===== config.mk =====
export PLATFORM = sky130hd
export DESIGN_NAME = mem_port_arbiter
export DESIGN_NICKNAME = d
export VERILOG_FILES = /design/src/rtl/risc_mem_pkg.sv /design/src/rtl/mem_tag_pipe.sv /design/src/rtl/mem_port_arbiter.sv
export SDC_FILE = /design/constraint.sdc
export NUM_CORES = 1
export LEC_CHECK = 0
export CAP_MARGIN = 25
export CORE_ASPECT_RATIO = 0.8
export CORE_MARGIN = 2
export CORE_UTILIZATION = 30
export DETAILED_ROUTE_END_ITERATION = 6
export PLACE_DENSITY = 0.8
export SYNTH_ARGS = -nofsm -noshare
export SYNTH_HDL_FRONTEND = slang
export SYNTH_HIERARCHICAL = 1
export SYNTH_SLANG_ARGS = --single-unit

===== constraint.sdc =====
create_clock -name clk -period 1.8 [get_ports clk]
set_input_delay 0.54 -clock clk [delete_from_list [all_inputs] [get_ports clk]]
set_output_delay 0.54 -clock clk [all_outputs]
set_load 0.05 [all_outputs]

===== src/rtl/risc_mem_pkg.sv =====
// Shared types for the unified instruction/data memory port.
// Owner tags travel alongside reads so returned words reach the right requester.
package risc_mem_pkg;

    localparam int ADDR_W_DEF = 32;
    localparam int DATA_W_DEF = 32;

    typedef enum logic [1:0] {
        OWN_NONE = 2'd0,
        OWN_IF   = 2'd1,
        OWN_D    = 2'd2
    } owner_t;

    typedef enum logic {
        NORMAL   = 1'b0,
        FORCE_IF = 1'b1
    } arb_state_t;

endpackage


===== src/rtl/mem_tag_pipe.sv =====
// Owner-tag delay line that tracks reads in flight through the memory.
// Latency DEPTH cycles; no backpressure, shifts every cycle.
// busy flags any stage still carrying a real read.
module mem_tag_pipe
    import risc_mem_pkg::*;
#(
    parameter int DEPTH = 1
) (
    input  logic       clk,
    input  logic       reset,
    input  logic [1:0] tag_in,
    output logic [1:0] tag_out,
    output logic       busy
);

    owner_t stage_q [DEPTH];

    always_ff @(posedge clk or negedge reset) begin
        if (!reset) begin
            for (int i = 0; i < DEPTH; i++) stage_q[i] <= OWN_NONE;
        end else begin
            stage_q[0] <= owner_t'(tag_in);
            for (int i = 1; i < DEPTH; i++) stage_q[i] <= stage_q[i-1];
        end
    end

    assign tag_out = stage_q[DEPTH-1];

    always_comb begin
        busy = 1'b0;
        for (int i = 0; i < DEPTH; i++) busy = busy | (stage_q[i] != OWN_NONE);
    end

endmodule


===== src/rtl/mem_port_arbiter.sv =====
// Arbitrates fetch and load/store onto one single-port synchronous memory.
// Grant is combinational; read data returns RD_LAT+1 cycles after grant.
// Losers simply keep requesting; data wins unless fetch has been starved STREAK_MAX times.
module mem_port_arbiter
    import risc_mem_pkg::*;
#(
    parameter int ADDR_W     = ADDR_W_DEF,
    parameter int DATA_W     = DATA_W_DEF,
    parameter int RD_LAT     = 1,
    parameter int STREAK_MAX = 4
) (
    input  logic              clk,
    input  logic              reset,
    input  logic              if_req,
    input  logic [ADDR_W-1:0] if_addr,
    output logic              if_gnt,
    output logic              if_rvalid,
    output logic [DATA_W-1:0] if_rdata,
    input  logic              d_req,
    input  logic              d_we,
    input  logic [ADDR_W-1:0] d_addr,
    input  logic [DATA_W-1:0] d_wdata,
    output logic              d_gnt,
    output logic              d_rvalid,
    output logic [DATA_W-1:0] d_rdata,
    output logic              mem_en,
    output logic              mem_we,
    output logic [ADDR_W-1:0] mem_addr,
    output logic [DATA_W-1:0] mem_din,
    input  logic [DATA_W-1:0] mem_dout,
    output logic              busy
);

    localparam logic [3:0] STREAK_LIM = 4'(STREAK_MAX);

    arb_state_t state_q, state_nxt;
    logic [3:0] streak_q, streak_nxt;
    owner_t     push_tag;
    logic [1:0] ret_tag;

    // Grants are masked while reset is held so nothing reaches the memory.
    always_comb begin
        if_gnt = 1'b0;
        d_gnt  = 1'b0;
        if (reset) begin
            if (state_q == FORCE_IF) begin
                if_gnt = if_req;
                d_gnt  = d_req & ~if_req;
            end else begin
                d_gnt  = d_req;
                if_gnt = if_req & ~d_req;
            end
        end
    end

    always_comb begin
        mem_en   = if_gnt | d_gnt;
        mem_we   = d_gnt & d_we;
        mem_addr = '0;
        mem_din  = '0;
        push_tag = OWN_NONE;
        if (d_gnt) begin
            mem_addr = d_addr;
            mem_din  = d_wdata;
            if (!d_we) push_tag = OWN_D;
        end else if (if_gnt) begin
            mem_addr = if_addr;
            push_tag = OWN_IF;
        end
    end

    always_comb begin
        streak_nxt = streak_q;
        state_nxt  = state_q;
        if (!if_req || if_gnt) begin
            streak_nxt = '0;
        end else if (d_gnt) begin
            streak_nxt = streak_q + 4'd1;
        end
        case (state_q)
            NORMAL:   if (streak_nxt >= STREAK_LIM) state_nxt = FORCE_IF;
            FORCE_IF: if (if_gnt || !if_req) state_nxt = NORMAL;
            default:  state_nxt = NORMAL;
        endcase
    end

    always_ff @(posedge clk or negedge reset) begin
        if (!reset) begin
            state_q  <= NORMAL;
            streak_q <= '0;
        end else begin
            state_q  <= state_nxt;
            streak_q <= streak_nxt;
        end
    end

    mem_tag_pipe #(
        .DEPTH (RD_LAT)
    ) u_tag_pipe (
        .clk     (clk),
        .reset   (reset),
        .tag_in  (push_tag),
        .tag_out (ret_tag),
        .busy    (busy)
    );

    // The tag leaving the pipe lines up with mem_dout for the same read.
    always_ff @(posedge clk or negedge reset) begin
        if (!reset) begin
            if_rvalid <= 1'b0;
            d_rvalid  <= 1'b0;
            if_rdata  <= '0;
            d_rdata   <= '0;
        end else begin
            if_rvalid <= (ret_tag == OWN_IF);
            d_rvalid  <= (ret_tag == OWN_D);
            if (ret_tag == OWN_IF) if_rdata <= mem_dout;
            if (ret_tag == OWN_D)  d_rdata  <= mem_dout;
        end
    end

endmodule

Yosys cells after proc, flatten, opt, wreduce, memory -nomap -nowiden
Cells that the tools add are included.

word-level totals
  register bits = 73
  bits of input ports = 133

operators by class
  bitwise logic cells = 7
  muxes and demuxes = 15
  eq/ne operators = 2
  reduce and logical (&&, ||, !) cells = 3
  $lt $le $gt $ge = 1
  $add $sub $neg = 1

operators with widths
  cell                 count
  $mux 32              3
  $mux 4               2
  $mux 1               7
  $add 4x1->4 const B  1
  $ge 4x3->1 const B   1
  $mux 2               2
  $and 1x1->1          3
  $not 1->1            3
  $eq 2x1->1 const B   1
  $eq 2x2->1 const B   1
  $pmux 1 s2           1
  $reduce_bool 2->1    1
  $logic_not 1->1      1
  $logic_or 1x1->1     1
  $or 1x1->1           1

Depth between registers and ports, before layout
Gate-level depths: netlist (run 1).

  depth after elaboration = 9
  depth in mapped cells = 5
  gate-level depth less buffers = 5

Modules after synthesis
The synthesis (run 1) kept the hierarchy.

modules (own cells, without submodules)
  module            cells an instance  sequential area each (µm²)  instances  area each (µm²)
  mem_port_arbiter  251                1,776.7                     1          3,319.4
  mem_tag_pipe      3                  50.0                        1          56.3

Worst setup path after synthesis (run 1)
No wires, ideal clock.

  path kind = input to output
  start point = input if_req
  end point = output mem_din[22]
  arrival = 1,644 ps
  setup slack = -384 ps
  path buffers = 1
  stages on the path = 4
  data required time = 1,260 ps
  cell sequence = and2_2 > nor2_4 > buf_2 > and2_1

between the ends
  cells in the longest elaborated chain, start to end = 5

ends and longest elaborated chain
  element             line                    text
  start: declaration  mem_port_arbiter.sv:14  input logic if_req,
  $not 1->1           mem_port_arbiter.sv:48  d_gnt = d_req & ~if_req;
  $and 1x1->1         mem_port_arbiter.sv:48
  $mux 1              mem_port_arbiter.sv:46  if (state_q == FORCE_IF) begin
  $mux 1              mem_port_arbiter.sv:45  if (reset) begin
  net d_gnt           mem_port_arbiter.sv:23  output logic d_gnt,
  $mux 32             mem_port_arbiter.sv:62  if (d_gnt) begin
  end: declaration    mem_port_arbiter.sv:29  output logic [DATA_W-1:0] mem_din,

The timed path passes the listed nets, and every way through them passes these cells.

Worst setup path after layout (run 1)
  start point = register state_q
  end point = output mem_addr[25]

between the ends
  cells in the longest elaborated chain, start to end = 4
  elaborated cells on any way between the ends = 6

ends and longest elaborated chain
  element                   line                    text
  start: declaration        mem_port_arbiter.sv:36  arb_state_t state_q, state_nxt;
  start signal: assignment  mem_port_arbiter.sv:92  state_q <= state_nxt;
  $mux 1                    mem_port_arbiter.sv:46
  $mux 1                    mem_port_arbiter.sv:45
  $mux 32                   mem_port_arbiter.sv:66  end else if (if_gnt) begin
  $mux 32 (*)               mem_port_arbiter.sv:62
  end: declaration          mem_port_arbiter.sv:28  output logic [ADDR_W-1:0] mem_addr,

Every way passes the cells marked *; elsewhere a longest branch is shown, timed or not.

==> results of run 1 <==
[per-stage QoR]
stage / setup TNS, ns / hold WS [ns] / std cells
finish: -25.84 / 0.384 / 688
global placement: -43.27 / 0.488 / 661
floorplan: -3.85 / 0.244 / 254
global route: -30.13 / 0.441 / 688
CTS: -24.16 / 0.511 / 689
detailed placement: -46.79 / 0.498 / 661
[flip-flops by register name, indices dropped and copies added, names as in the netlist]
| signal | count |
|---|---|
| u_tag_pipe/tag_out | 2 |
| streak_q | 4 |
| d_rdata | 32 |
| d_rvalid | 1 |
| if_rvalid | 1 |
| state_q | 1 |
| if_rdata | 32 |
[power breakdown]
part / switching (uW) / internal (uW) / leakage [uW]
sequential: 186 / 1950 / 0.000876
combinational: 1910 / 1460 / 0.00242
clock: 678 / 1220 / 0.000153
total: 2770 / 4630 / 0.00345
[how the worst min path moves through the flow]
stage | startpoint | to | cells after the start
CTS | if_rdata[23]$_DFFE_PN0P_ | if_rdata[23]$_DFFE_PN0P_ | 1
global route | reset | d_rdata[19]$_DFFE_PN0P_ | 2
detailed placement | if_rdata[23]$_DFFE_PN0P_ | if_rdata[23]$_DFFE_PN0P_ | 1
floorplan | reset | d_rdata[0]$_DFFE_PN0P_ | 0
global placement | if_rdata[15]$_DFFE_PN0P_ | if_rdata[15]$_DFFE_PN0P_ | 1
finish | reset | d_rdata[9]$_DFFE_PN0P_ | 2
[synthesized netlist by cell type (all sizes together)]
library cell  instances
dfrtp                73
mux2                 64
and2                 34
a22o                 32
buf                  19
nor2                  7
nand2                 3
nand2b                3
xnor2                 3
and3                  2
nor3                  2
o21ai                 2
a21oi                 1
ha                    1
inv                   1
mux2i                 1
nand3                 1
nand3b                1
nor2b                 1
nor3b                 1
o21a                  1
or2                   1
[routing by layer]
metal  vias up  track usage, %  share of wire (%)
li1       1474               -                  -
met1      1562            22.9                 37
met2       143            37.9                 53
met3        16            7.12                8.1
met4         0            5.66                1.7
met5         -               0                  0
[area by class of cell]
type                       instances  area, sq um
timing repair buffer             293         3650
fill                             727         3160
sequential                        73         1830
multi-input combinational        161         1790
clock buffer                      10          229
tap                              144          180
clock inverter                     6         90.1
inverter                           1         3.75
[cells by family (layout without fill, tap and decap cells)]
kind of cell    count (synthesis)  in the layout  synth area share, %
compound gates                 36             36                 8.97
mux                            65             65                 21.6
simple gates                   56             56                 10.1
flops                          73             73                 54.1
xor+xnor                        3              3                0.778
buf+inv                        20            310                 4.04
fa+ha+maj                       1              1                0.371
[timing repair]
item,CTS,global route
endpoints found under the setup margin,68,72
resized for setup,22,8
endpoints found under the hold margin,0,0
gates cloned,4,1
setup buffers,9,1
pin swaps,11,19
==> impl_metrics.env, run 1 <==
export IMPL_drive_gt1_share_pct=57.9
export IMPL_insertion_delay_ns=0.32
export IMPL_worst_pin_slew_ns=0.659
export IMPL_stdcell_area_sq_um=7770
export IMPL_endpoint="mem_addr[25]"
export IMPL_synth_top_cell_area_share_pct=54.1
export IMPL_synth_area_leaders="dfrtp_1 (54%), mux2_2 (21%), a22o_1 (8.3%), and2_1 (6.1%), buf_6 (2.0%)"
export IMPL_syn_to_final_growth_pct=130
export IMPL_dp_hpwl_microns=9810
export IMPL_drcViolationCount=0
export IMPL_die_area_sq_um=12100
export IMPL_start_util_pct=30.9
export IMPL_dr_pass1_iters=5
export IMPL_synth_top_cell_by_area="dfrtp_1"
export IMPL_drtAntennaViolNets=0
export IMPL_num_rows=34
export IMPL_critPathLaunchType="flop"
export IMPL_tritoncts="done"
export IMPL_synth_avg_cell_area_sq_um=13.3
export IMPL_cts_root_buf="clkbuf_16"
export IMPL_drt_iter0_drc=99
export IMPL_ir_worst_vdd_mv=0.526
export IMPL_synth_cell_types=28
export IMPL_crit_slowest_cell="dfrtp_1"
export IMPL_power_density_nw_per_um2=952
export IMPL_io_buffers=267
export IMPL_fmax_mhz=451
export IMPL_routed_wl_microns=12500
export IMPL_cp_depth=5
export IMPL_chipHeight_microns=98.9
export IMPL_antenna_found_initial=0
export IMPL_num_nets_final=673
export IMPL_place_gp_congestion=0.809
export IMPL_failed_checks="setup timing"
export IMPL_slew_headroom_pct=56.1
export IMPL_finalCritPeriodShare_pct=123
export IMPL_total_power_uw=7400
export IMPL_grt_max_degree=78
export IMPL_rsz0062_at_grt="true"
export IMPL_ys_ff_latch=73
export IMPL_clock_path_buffers=2
export IMPL_cts_buffers=9
export IMPL_path_cells="nand2b_1 > and3_4 > clkbuf_16 > a22o_4 > buf_12"
export IMPL_regToRegSetupSlack_ns=0.16
export IMPL_crit_buf_inv=2
export IMPL_required_ns=1.26
export IMPL_final_util_pct=71.1
export IMPL_syn_area_sq_um=3380
export IMPL_min_period_ns=2.22
export IMPL_dp_slack_ns=-0.707
export IMPL_cp_end_kind="primary output"
export IMPL_dpl_instance_area_sq_um=7250
export IMPL_grt_overflow=0
export IMPL_vias=3195
export IMPL_coreArea_sq_um=10900
export IMPL_critPathMaxFanout=12
export IMPL_ys_warn_count=6
export IMPL_startpoint="state_q$_DFF_PN0_"
export IMPL_track_usage_pct=20.8
export IMPL_hold_viol=0
export IMPL_setup_violations_final=67
export IMPL_ios=268
export IMPL_syn_nets=388
export IMPL_htreeDepth=3
export IMPL_reg2reg_from="state_q$_DFF_PN0_"
export IMPL_die_width_microns=123
export IMPL_crit_family="flip-flops"
export IMPL_clock_sinks=73
export IMPL_cpPeakStageDelay_ns=0.41
export IMPL_p_leak_uw=0.00345
export IMPL_reg2reg_depth=8
export IMPL_drt_wirelength_per_cell_microns=18.2
export IMPL_cts_hold_buffers=0
export IMPL_worstSetupPathType="reg2out"
export IMPL_synthCells=254
export IMPL_clk_pin_slew_ns=0.06
export IMPL_setup_ws_ns=-0.416
export IMPL_status="finished with violations"
export IMPL_cp_arrival_ns=1.68
export IMPL_timing_final_max_slew_violations=0
export IMPL_skew_ns=0.00776
export IMPL_maxCapViolations=0
export IMPL_r2r_end="streak_q[1]$_DFF_PN0_"
export IMPL_final_cell_mix="clkdlybuf4s50_1 (129), buf_12 (81), dfrtp_1 (73)"
export IMPL_grt_pass1_vias=3582
export IMPL_diodes=0
export IMPL_final_common_cell="clkdlybuf4s50_1"
export IMPL_grt_pass1_wl_microns=19200
export IMPL_hp_class="in2async"
export IMPL_avgViaCountPerCell=4.64
export IMPL_ys_seq_area_share_pct=54.1
(Power assumes the default switching activity.)
==> run 2, diff against run 1 <==
Settings changed: ABC_AREA set to 0, CTS_CLUSTER_DIAMETER set to 120.
==> results of run 2 <==
Same layout as run 1: the final DEF is identical, and so are final timing and power.
==> run 3, diff against run 2 <==
Settings changed: CTS_CLUSTER_DIAMETER 120 to 150.
==> results of run 3 <==
Same layout as run 1: the final DEF is identical, and so are final timing and power.
